[config.mk]
export PLATFORM = sky130hd
export DESIGN_NAME = mem_access_unit
export DESIGN_NICKNAME = d
export VERILOG_FILES = /design/src/rtl/mem_access_unit.sv
export SDC_FILE = /design/constraint.sdc
export NUM_CORES = 1
export LEC_CHECK = 0
export BUFFER_PORTS_ARGS = -buffer_cell sky130_fd_sc_hd__clkbuf_2
export CAP_MARGIN = 25
export CELL_PAD_IN_SITES_DETAIL_PLACEMENT = 1
export CELL_PAD_IN_SITES_GLOBAL_PLACEMENT = 2
export CORE_MARGIN = 3
export CORE_UTILIZATION = 30
export DETAILED_ROUTE_END_ITERATION = 16
export PLACE_DENSITY = 0.91
export SLEW_MARGIN = 20
export SYNTH_ARGS = -nofsm -noshare
export SYNTH_HDL_FRONTEND = slang
export SYNTH_SLANG_ARGS = --single-unit
[constraint.sdc]
create_clock -name clk_i -period 4.7 [get_ports clk_i]
set_input_delay 1.41 -clock clk_i [delete_from_list [all_inputs] [get_ports clk_i]]
set_output_delay 1.41 -clock clk_i [all_outputs]
set_load 0.1 [all_outputs]
[src/rtl/mem_access_unit.sv]
// mem_access_unit: load/store unit bridging the datapath to a single-outstanding memory bus.
module mem_access_unit #(
   parameter int TIMEOUT_CYCLES = 16
) (
   input  logic        clk_i,
   input  logic        rst_i,
   input  logic        mem_read_i,
   input  logic        mem_write_i,
   input  logic [1:0]  size_i,
   input  logic        unsigned_i,
   input  logic [31:0] addr_i,
   input  logic [31:0] write_data_i,
   output logic [31:0] read_data_o,
   output logic        stall_o,
   output logic        misalign_o,
   output logic        timeout_o,
   output logic        bus_req_o,
   output logic        bus_we_o,
   output logic [31:0] bus_addr_o,
   output logic [3:0]  bus_be_o,
   output logic [31:0] bus_wdata_o,
   input  logic        bus_ack_i,
   input  logic [31:0] bus_rdata_i
);
   typedef enum logic [1:0] {IDLE, BUSY, DONE} state_t;
   state_t      state;
   logic [7:0]  cnt;
   logic [1:0]  sz, off;
   logic        uns, req, aligned, expire;
   logic [7:0]  lane8;
   logic [15:0] lane16;
   logic [31:0] load_val, wdata;
   logic [3:0]  be;
   always_comb begin
      req      = mem_read_i | mem_write_i;
      aligned  = size_i == 2'b00 ? 1'b1 : size_i == 2'b01 ? ~addr_i[0] : addr_i[1:0] == 2'b00;
      be       = size_i == 2'b00 ? 4'b0001 << addr_i[1:0] :
                 size_i == 2'b01 ? (addr_i[1] ? 4'b1100 : 4'b0011) : 4'b1111;
      wdata    = size_i == 2'b00 ? {4{write_data_i[7:0]}} :
                 size_i == 2'b01 ? {2{write_data_i[15:0]}} : write_data_i;
      expire   = state == BUSY && cnt == 8'(TIMEOUT_CYCLES - 1);
      lane8    = bus_rdata_i[{off, 3'b000} +: 8];
      lane16   = off[1] ? bus_rdata_i[31:16] : bus_rdata_i[15:0];
      load_val = sz == 2'b00 ? {{24{~uns & lane8[7]}}, lane8} :
                 sz == 2'b01 ? {{16{~uns & lane16[15]}}, lane16} : bus_rdata_i;
   end
   assign stall_o    = rst_i & ((state == BUSY) | ((state == IDLE) & req & aligned));
   assign misalign_o = rst_i & (state == IDLE) & req & ~aligned;
   // an ack arriving in the final allowed cycle wins over the timeout
   assign timeout_o  = rst_i & expire & ~bus_ack_i;
   always_ff @(posedge clk_i) begin
      if (!rst_i) begin
         state       <= IDLE;
         cnt         <= '0;
         sz          <= '0;
         off         <= '0;
         uns         <= 1'b0;
         bus_req_o   <= 1'b0;
         bus_we_o    <= 1'b0;
         bus_addr_o  <= '0;
         bus_be_o    <= '0;
         bus_wdata_o <= '0;
         read_data_o <= '0;
      end else begin
         case (state)
            IDLE: begin
               if (req && aligned) begin
                  state       <= BUSY;
                  cnt         <= '0;
                  bus_req_o   <= 1'b1;
                  bus_we_o    <= mem_write_i;
                  bus_addr_o  <= {addr_i[31:2], 2'b00};
                  bus_be_o    <= be;
                  bus_wdata_o <= wdata;
                  sz          <= size_i;
                  off         <= addr_i[1:0];
                  uns         <= unsigned_i;
               end else if (req) begin
                  read_data_o <= '0;
               end
            end
            BUSY: begin
               if (bus_ack_i || expire) begin
                  state     <= DONE;
                  bus_req_o <= 1'b0;
                  if (!bus_we_o) read_data_o <= bus_ack_i ? load_val : '0;
               end else begin
                  cnt <= cnt + 8'd1;
               end
            end
            default: state <= IDLE;
         endcase
      end
   end
endmodule
==> results.py <==
metrics = {
    "worst_setup_path": {
        "cp.required_ns": 3.29,
        "cp_cell_sequence": "clkbuf_2 > nor2_1 > nor2_1 > nand2_1 > nor2_1 > clkbuf_2",
        "path_common_cell": "nor2_1",
        "reg2reg_from": "sz[1]$_SDFFE_PN0P_",
        "slowest_delay_ns": 0.47,
        "cp.arrival_ns": 2.57,
        "startpoint_type": "primary input",
        "ff2ff_setup_slack_ns": 2.23,
        "rr_worst_depth": 4,
        "crit_fanout": 5,
        "end_kind": "output pin",
        "cp_slowest_cell": "clkbuf_2",
        "critPathKind": "primary input to output pin",
        "r2r-end": "read_data_o[5]$_SDFFE_PN0P_",
    },
    "timing": {
        "period_minus_slack_ns": 3.98,
        "finalSetupViolCount": 0,
        "rsz0062_at_grt": "no",
        "skew_ns": 0.0191,
        "timing.final.ws_setup_ns": 0.723,
        "max_freq_mhz": 251,
        "fin_crit_sh": 0.846,
        "finalSetupTns_ns": 0,
        "drv_slew": 0,
        "slew-limit-headroom": 0.342,
        "finalHoldViolCount": 0,
        "worst_pin_slew_ns": 0.985,
    },
    "clocking": {
        "cts_hold_buf": 0,
        "cts.clk_slew.worst_paths_ns": 0.06,
        "cts_max_level": 4,
        "clkLatencyLatePin_ns": 0.43,
        "clock_path_buffers": 2,
        "cts-root-buf": "clkbuf_16",
        "cts_tree": "built",
        "cts.sinks": 115,
        "cts_made_buffers": 17,
        "post_cts_buffers": 0,
        "cts_resized": 0,
    },
    "worst_hold_path": {
        "hold_path_class": "register to register",
        "hold_end": "bus_wdata_o[22]$_SDFFE_PN0P_",
        "worstHoldStart": "bus_wdata_o[22]$_SDFFE_PN0P_",
        "min_path_cells": 1,
    },
    "place": {
        "place_inst": 943,
        "hpwl_um": 13700,
        "post-place-ws_ns": 0.740,
        "portBuffers": 206,
        "dpl_cell_area_um2": 6470,
        "place.gp.congestion": 0.821,
    },
    "power": {
        "seq_power_share": 0.345,
        "p_sw_mw": 1.16,
        "power_density_nw_per_um2": 442,
        "leakage_nw": 3.27,
        "internal_power_mw": 1.97,
        "clockPowerShare": 0.411,
        "swShare": 0.371,
        "p_comb_frac": 0.244,
        "ir_drop_uv": 249,
    },
    "layout": {
        "final_area_um2": 7070,
        "seqCellArea_um2": 2300,
        "multiInputGateArea_um2": 2660,
        "drive_gt1_frac": 0.362,
        "antennaDiodeCount": 0,
        "fillers": 1963,
        "stdcell_count": 976,
        "nNetsFinal": 848,
        "areaGrowthSynthToFinish_pct": 34.1,
    },
    "routing": {
        "vias_per_cell": 5.28,
        "wirelength_um": 18600,
        "firstDrtPassIters": 5,
        "wire_per_inst_um": 19.1,
        "drtIter0Drc": 199,
        "ant_nets": 0,
        "drc_errors": 0,
        "vias": 5149,
    },
    "logic_synthesis": {
        "synth_cells": 557,
        "ys_seq_area_frac": 0.436,
        "synthesis.area_um2": 5280,
        "synth-seq-cells": 115,
        "synth_ff_type": "dfxtp_1",
        "yosysUniqueCellTypes": 52,
        "synth-edff-count": 0,
        "ys_async_sr_fraction": 0,
        "ys_warn_count": 0,
        "avgSynthCellArea_um2": 9.47,
    },
    "grt": {
        "grt_pass1_vias": 5560,
        "grt_max_degree": 68,
        "grt_pass1_wl_um": 29900,
        "antenna_found_initial": 1,
        "gr-usage-all-layers": 0.193,
        "overflow": 0,
    },
    "floorplanning": {
        "rows": 47,
        "fp.dieW_um": 139,
        "initial_core_util": 0.313,
        "dieArea_um2": 19200,
        "die_h_um": 139,
        "design.core.area_um2": 16900,
        "ios": 209,
    },
    "outcome": {
        "outcome": "finished, final reports clean",
    },
    "job": {
        "maxCapViolations": 0,
    },
}
-- worst max-delay path, delay by kind of cell --
kind	cells	cell delay [ns]
buf+inv	2	0.58
simple gates	4	0.57
-- logic make-up after synthesis --
kind of cell / count (synthesis) / share of synthesized area
AOI/OAI and AO/OA: 182 / 0.259
and+or+nand+nor: 120 / 0.104
DFF: 115 / 0.436
buffers and inverters: 77 / 0.0633
muxes: 58 / 0.129
xor gates and xnor gates: 3 / 0.00498
adders and majority gates: 1 / 0.00237
other: 1 / 0.000711
-- how the worst max path moves through the flow --
stage,startpoint,to,depth (start not counted)
after floorplan,rst_i,misalign_o,4
after global placement,mem_write_i,misalign_o,6
after detailed placement,mem_write_i,misalign_o,6
after CTS,mem_write_i,misalign_o,6
after global routing,mem_write_i,misalign_o,6
final,mem_write_i,misalign_o,6
-- cells in the final DEF, fill, tap and decap left out, types with 16 or more instances in the layout --
cell       netlist  layout
a21oi_1         36      36
a22o_1          50      50
clkbuf_16        0      17
clkbuf_2         1     204
dfxtp_1        115     115
inv_1           26      26
mux2i_1         50      50
nand2_1         49      49
nor2_1          32      32
o21ai_0         26      26
o2bb2ai_1       16      16
-- power by group through the flow --
| stage | Combinational (mW) | Clock, mW | Sequential [mW] |
|---|---|---|---|
| 4_1_cts | 0.764 | 1.32 | 1.08 |
| 5_1_grt | 0.800 | 1.37 | 1.09 |
| 2_1_floorplan | 0.248 | 0 | 1.43 |
| 6_report | 0.762 | 1.28 | 1.08 |
| 3_3_place_gp | 0.748 | 0 | 1.10 |
| 3_5_place_dp | 0.764 | 0 | 1.10 |
-- stage by stage --
stage | hold WS [ns] | util | power [mW]
after global routing | 0.485 | 0.419 | 3.26
after CTS | 0.471 | 0.418 | 3.16
after floorplan | 0.447 | - | 1.68
after detailed placement | 0.449 | 0.383 | 1.86
final | 0.468 | 0.419 | 3.13
after global placement | 0.446 | 0.383 | 1.85
-- Yosys cell counts, types with 2 or more instances --
library cell	instances	area [µm²]
mux2i_1	50	500
mux4_2	8	180
clkbuf_1	31	116
inv_1	26	97.6
or2_2	2	12.5
o21ai_0	26	130
buf_1	2	7.51
nor2b_1	3	18.8
nor3_1	2	10.0
o31ai_1	2	15.0
nor4_1	2	12.5
xor2_1	3	26.3
nand2b_1	4	25.0
and3_1	4	25.0
dfxtp_1	115	2300
o32ai_1	8	70.1
o2bb2ai_1	16	140
o211a_1	2	20.0
a31o_2	9	78.8
buf_4	2	15.0
a21oi_1	36	180
o211ai_1	3	22.5
buf_6	3	33.8
nor2_1	32	120
nand3_1	7	35.0
o21a_1	2	15.0
a22o_1	50	438
o22ai_1	9	56.3
and2_1	3	18.8
a21boi_0	4	30.0
a2111o_1	9	101
buf_2	11	55.1
or4_1	3	22.5
nor3b_1	2	15.0
nand2_1	49	184
-- area by class of cell --
| class | count | share of cell area |
|---|---|---|
| multi-input cells | 366 | 0.376 |
| inverters | 27 | 0.0143 |
| flip-flops and latches | 115 | 0.325 |
| clock buffers | 18 | 0.0621 |
| well taps | 220 | 0.0389 |
| repair buffers | 216 | 0.162 |
| clock inverters | 14 | 0.0205 |
-- registers in the layout (all words and copies together), names as in the netlist --
register,count
bus_be_o,4
bus_wdata_o,32
uns,1
sz,2
off,2
cnt,8
bus_req_o,1
bus_we_o,1
read_data_o,32
bus_addr_o,30
state,2
-- routing by layer --
layer / global-route usage / wire length (µm)
met4: 0.0692 / 335
met5: 0 / 13
met1: 0.226 / 7760
met2: 0.326 / 9080
met3: 0.0686 / 1440
Note: power is estimated with default switching activity, not from simulation.
